--- config.mk ---
export PLATFORM = sky130hd
export DESIGN_NAME = mul_rr_sched
export DESIGN_NICKNAME = d
export VERILOG_FILES = /design/src/rtl/mul_rr_sched.sv
export SDC_FILE = /design/constraint.sdc
export NUM_CORES = 1
export LEC_CHECK = 0
export ABC_AREA = 0
export CAP_MARGIN = 20
export CORE_UTILIZATION = 40
export CTS_CLUSTER_DIAMETER = 150
export DETAILED_ROUTE_END_ITERATION = 7
export HOLD_SLACK_MARGIN = 0.08
export PLACE_DENSITY = 0.77
export REMOVE_ABC_BUFFERS = 1
export SYNTH_ARGS = -nofsm -noshare
export SYNTH_HDL_FRONTEND = slang
export SYNTH_SLANG_ARGS = --single-unit
export TNS_END_PERCENT = 1
--- constraint.sdc ---
create_clock -name clk -period 1.9 [get_ports clk]
set_input_delay 0.19 -clock clk [delete_from_list [all_inputs] [get_ports clk]]
set_output_delay 0.19 -clock clk [all_outputs]
set_load 0.03 [all_outputs]
--- src/rtl/mul_rr_sched.sv ---
// mul_rr_sched: round-robin front end that time-shares one shift-add multiplier
// among NREQ requesters, with a watchdog that aborts a stalled multiplication.
//
// Request handshake: a requester raises req_valid[i] with its operands stable
// and keeps them stable until it sees req_ready[i]. An operand pair is taken on
// a rising edge where both req_valid[i] and req_ready[i] are high. req_ready is
// only raised in IDLE, for exactly one requester (the round-robin winner), and
// it may depend on req_valid in the same cycle.
module mul_rr_sched #(
  parameter int NREQ    = 4,
  parameter int DWIDTH  = 4,
  parameter int OWIDTH  = 2 * DWIDTH,
  parameter int TIMEOUT = 64
) (
  input  logic                     clk,
  input  logic                     rstn,
  input  logic [NREQ-1:0]          req_valid,
  output logic [NREQ-1:0]          req_ready,
  input  logic [NREQ*DWIDTH-1:0]   req_x,
  input  logic [NREQ*DWIDTH-1:0]   req_y,
  output logic [NREQ-1:0]          rsp_valid,
  output logic [OWIDTH-1:0]        rsp_z,
  output logic                     rsp_err,
  output logic [DWIDTH-1:0]        mul_xin,
  output logic [DWIDTH-1:0]        mul_yin,
  output logic                     mul_ivalid,
  input  logic [OWIDTH-1:0]        mul_zout,
  input  logic                     mul_ovalid,
  output logic                     busy
);

  localparam int PW = (NREQ > 1) ? $clog2(NREQ) : 1;
  localparam int CW = $clog2(TIMEOUT);
  localparam logic [CW-1:0]   CNT_LAST = CW'(TIMEOUT - 1);
  localparam logic [CW-1:0]   CNT_ONE  = CW'(1);
  localparam logic [NREQ-1:0] ONE      = NREQ'(1);

  typedef enum logic [1:0] {
    S_IDLE  = 2'd0,
    S_ISSUE = 2'd1,
    S_WAIT  = 2'd2,
    S_RESP  = 2'd3
  } state_t;

  state_t              state_q;
  logic [PW-1:0]       ptr_q;
  logic [PW-1:0]       owner_q;
  logic [CW-1:0]       cnt_q;
  logic [CW-1:0]       cnt_d;
  logic [DWIDTH-1:0]   xin_q;
  logic [DWIDTH-1:0]   yin_q;
  logic                ivalid_q;
  logic [NREQ-1:0]     rsp_valid_q;
  logic [OWIDTH-1:0]   rsp_z_q;
  logic                rsp_err_q;

  logic                grant_found;
  logic [PW-1:0]       grant_idx;
  logic [PW-1:0]       cand;
  logic                handshake;

  // Round-robin search: first valid requester strictly after the last winner.
  always_comb begin
    grant_found = 1'b0;
    grant_idx   = '0;
    cand        = '0;
    for (int k = 1; k <= NREQ; k++) begin
      cand = PW'((int'(ptr_q) + k) % NREQ);
      if (!grant_found && req_valid[cand]) begin
        grant_found = 1'b1;
        grant_idx   = cand;
      end
    end
  end

  assign req_ready = (state_q == S_IDLE && grant_found) ? (ONE << grant_idx) : '0;
  assign handshake = (state_q == S_IDLE) && grant_found;
  assign cnt_d     = cnt_q + CNT_ONE;

  assign mul_xin    = xin_q;
  assign mul_yin    = yin_q;
  assign mul_ivalid = ivalid_q;
  assign rsp_valid  = rsp_valid_q;
  assign rsp_z      = rsp_z_q;
  assign rsp_err    = rsp_err_q;
  assign busy       = (state_q != S_IDLE);

  // Scheduler FSM: accept, pulse the multiplier, wait (with watchdog), respond.
  always_ff @(posedge clk or negedge rstn) begin
    if (!rstn) begin
      state_q     <= S_IDLE;
      ptr_q       <= PW'(NREQ - 1);
      owner_q     <= '0;
      cnt_q       <= '0;
      xin_q       <= '0;
      yin_q       <= '0;
      ivalid_q    <= 1'b0;
      rsp_valid_q <= '0;
      rsp_z_q     <= '0;
      rsp_err_q   <= 1'b0;
    end else begin
      case (state_q)
        S_IDLE: begin
          if (handshake) begin
            xin_q    <= req_x[int'(grant_idx)*DWIDTH +: DWIDTH];
            yin_q    <= req_y[int'(grant_idx)*DWIDTH +: DWIDTH];
            owner_q  <= grant_idx;
            ptr_q    <= grant_idx;
            ivalid_q <= 1'b1;
            state_q  <= S_ISSUE;
          end
        end
        S_ISSUE: begin
          // The pulse lasts exactly the ISSUE cycle; the watchdog starts fresh.
          ivalid_q <= 1'b0;
          cnt_q    <= '0;
          state_q  <= S_WAIT;
        end
        S_WAIT: begin
          // A result arriving on the last watchdog cycle still wins.
          if (mul_ovalid) begin
            rsp_z_q     <= mul_zout;
            rsp_err_q   <= 1'b0;
            rsp_valid_q <= ONE << owner_q;
            state_q     <= S_RESP;
          end else begin
            cnt_q <= cnt_d;
            if (cnt_d == CNT_LAST) begin
              rsp_z_q     <= '0;
              rsp_err_q   <= 1'b1;
              rsp_valid_q <= ONE << owner_q;
              state_q     <= S_RESP;
            end
          end
        end
        S_RESP: begin
          rsp_valid_q <= '0;
          rsp_z_q     <= '0;
          rsp_err_q   <= 1'b0;
          xin_q       <= '0;
          yin_q       <= '0;
          state_q     <= S_IDLE;
        end
        default: begin
          state_q <= S_IDLE;
        end
      endcase
    end
  end

endmodule

==> results.txt <==
clk root buf -> clkbuf_8
CP arrival -> 1760 ps
share of flip-flops with an asynchronous set or reset -> 1.00
Synth warnings -> 0
max-slew violations -> 0
Hold Slack -> 300 ps
worst-margin pin slew -> 443 ps
vias in the first global route -> 1,843
die footprint -> 5140 sq um
crit path time final -> 1950 ps
Yosys top cell area share -> 0.412
floorplan row count -> 25
Final Util -> 0.648
Worst-path clk slew -> 70 ps
TritonRoute pass-1 iters -> 6
CP required -> 1710 ps
Peak VDD IR -> 652 uV
clk_lat worst skew -> 300 ps
port bufs -> 73
remaining global-route overflow -> 0
Die H -> 71.7 microns
hold buffer count at cts -> 0
# IOs -> 74
largest net degree at the start of global routing -> 35
initial antenna violation count -> 0
most frequent cells after synthesis -> nand2_1, dfrtp_1, mux2i_1
# diodes -> 0
Post-synth EDFFs -> 0
Setup CP Type -> reg2out
CTS tree -> built
status -> finished with violations
share of post-route cells with drive strength above 1 -> 0.158
GPL Wtd Cong -> 0.812
initial core utilization -> 0.414
startpoint types -> flip-flop
Die Wd -> 71.7 microns
total global-route track usage -> 0.207
Avg Cell Area, Syn -> 9.22 sq um
Vias per Instance -> 5.30
f_max -> 0.514 GHz
failing checks -> DRC, setup timing
largest fanout on the critical path -> 7
H-tree levels -> 2
top cells by area, synth -> dfrtp_1, mux2i_1, nand2_1, ha_1, nor2b_1
mapped cell area -> 1940 sq um
DR vias -> 1,891
max_slew headroom -> 0.705
Post-DP HPWL -> 3.82 mm
clock tree buffer depth -> 2
WL/cell -> 14.6 microns
synth unique cells -> 38
sequential-to-total area share from yosys stat -> 0.439
RSZ-0062 raised after global routing -> true
Worst Hold Class -> in2async
register bit total from synthesis -> 34
critical path endpoint category -> output port
drt drc -> 2
area growth from synthesis to layout -> 56.3%
1st-iter DRT viols -> 83
Leakage Power -> 1.30 nW
PD cells -> 1460 nW/um^2
Final WS setup -> -47.2 ps
Final Hold Fails -> 0
top-count cell post-synth -> nand2_1
period utilization -> 1.02
Core Area -> 4690 sq um
antenna viol nets, final -> 0
final setup vio count -> 1
TritonCTS Sinks -> 34
Setup Skew -> 6.83 ps
Top FF cell, synth -> dfrtp_1
wire length of the first global-routing pass -> 8.35 mm
maxcap violations -> 0
Mapped Cells -> 211
drt total wl -> 5.20 mm
largest area contributor in the netlist -> dfrtp_1
total CTS buffers -> 5
total power -> 4.43 mW
NumNets Final -> 356
==> per-layer routing <==
metal	up-vias	share of wire	track usage
met3	12	0.031	0.0422
met5	-	0	0
met1	915	0.43	0.248
li1	926	-	-
met4	0	0.021	0.0784
met2	38	0.51	0.365
==> per-stage QoR <==
step / TNS [ps] / area [sq um] / worst slack, ps / cells
finish: -47.2 / 3040 / -47.2 / 357
global route: -475 / 3040 / -95.6 / 357
CTS: -205 / 2970 / -91.4 / 356
detailed placement: -164 / 2860 / -48.2 / 348
global placement: 0 / 2860 / 6.22 / 348
floorplan: -8910 / 1900 / -794 / 202
==> layout by cell type (no fill, tap or decap), drive strengths merged <==
cell           instances
a21boi                 1
a21oi                 13
a22o                   2
a31oi                  1
and2                   2
and3                   1
buf                   24
bufinv                 1
clkbuf                 5
clkdlybuf4s50         68
clkinvlp               2
dfrtp                 32
dfstp                  2
dlygate4sd2            1
ha                     7
inv                    6
mux2                   1
mux2i                 17
nand2                 35
nand2b                 8
nand3                  6
nand3b                 1
nor2                  12
nor2b                 14
nor3                   1
nor4                   1
o21ai                 17
o21bai                 1
o221ai                 8
o22a                   1
o22ai                  1
o311ai                 2
o31a                   1
o32a                   1
or3                    1
or4                    2
xnor2                  3
xor2                   1
==> critical path: stages, from the launching register on <==
cell and delay (ps):
dfstp_2 600, mux2i_1 210, o22a_1 200, o21ai_4 90, buf_6 130, nor2_1 80, buf_4 170
==> flip-flops by register name, indices dropped and copies added, names as in the netlist <==
name	flops
mul_ivalid	1
ptr_q	2
state_q	2
rsp_valid	4
mul_yin	4
mul_xin	4
rsp_err	1
cnt_q	6
rsp_z	8
owner_q	2
==> layout make-up <==
type / instances / area [sq um]
Fill cell: 385 / 1650
Clock inverter: 3 / 45.0
Clock buffer: 5 / 68.8
Sequential cell: 34 / 853
Inverter: 6 / 22.5
Tap cell: 54 / 67.6
Timing Repair Buffer: 93 / 902
Multi-Input combinational cell: 162 / 1080
==> timing repair <==
action | CTS | global route
endpoints found under the hold margin | 0 | 0
setup buffers | 0 | 2
gates resized for setup | 2 | 16
setup endpoints to repair | 7 | 8
pin swaps | 3 | 6
==> kinds of logic (layout without fill, tap and decap cells) <==
group / after synthesis / count (layout) / synth area share
adders and majority gates: 7 / 7 / 0.0450
xor gates and xnor gates: 4 / 4 / 0.0180
and+or+nand+nor: 84 / 84 / 0.210
DFF: 34 / 34 / 0.439
AOI/OAI and AO/OA: 49 / 49 / 0.160
muxes: 18 / 18 / 0.0933
buffers and inverters: 15 / 107 / 0.0354
==> final timing paths <==
kind | slack (ps) | start | endpoint | depth (start not counted)
min | 300 | rstn | rsp_z[7] | 2
min in group clk | 490 | mul_yin[0] | mul_yin[0] | 2
min reg2reg | 490 | mul_yin[0] | mul_yin[0] | 2
max reg2reg | 70 | cnt_q[0] | state_q[1] | 5
max in group asynchronous | 1250 | rstn | ptr_q[0] | 2
max | -50 | ptr_q[1] | req_ready[0] | 6
==> power by group <==
group          total [mW]  internal [mW]  leakage, nW  switching [mW]
clock network       0.682          0.390       0.0504           0.291
logic                2.54           1.18        0.812            1.36
registers            1.21           1.00        0.441           0.209
total                4.43           2.57         1.30            1.86
(Power assumes the default switching activity.)
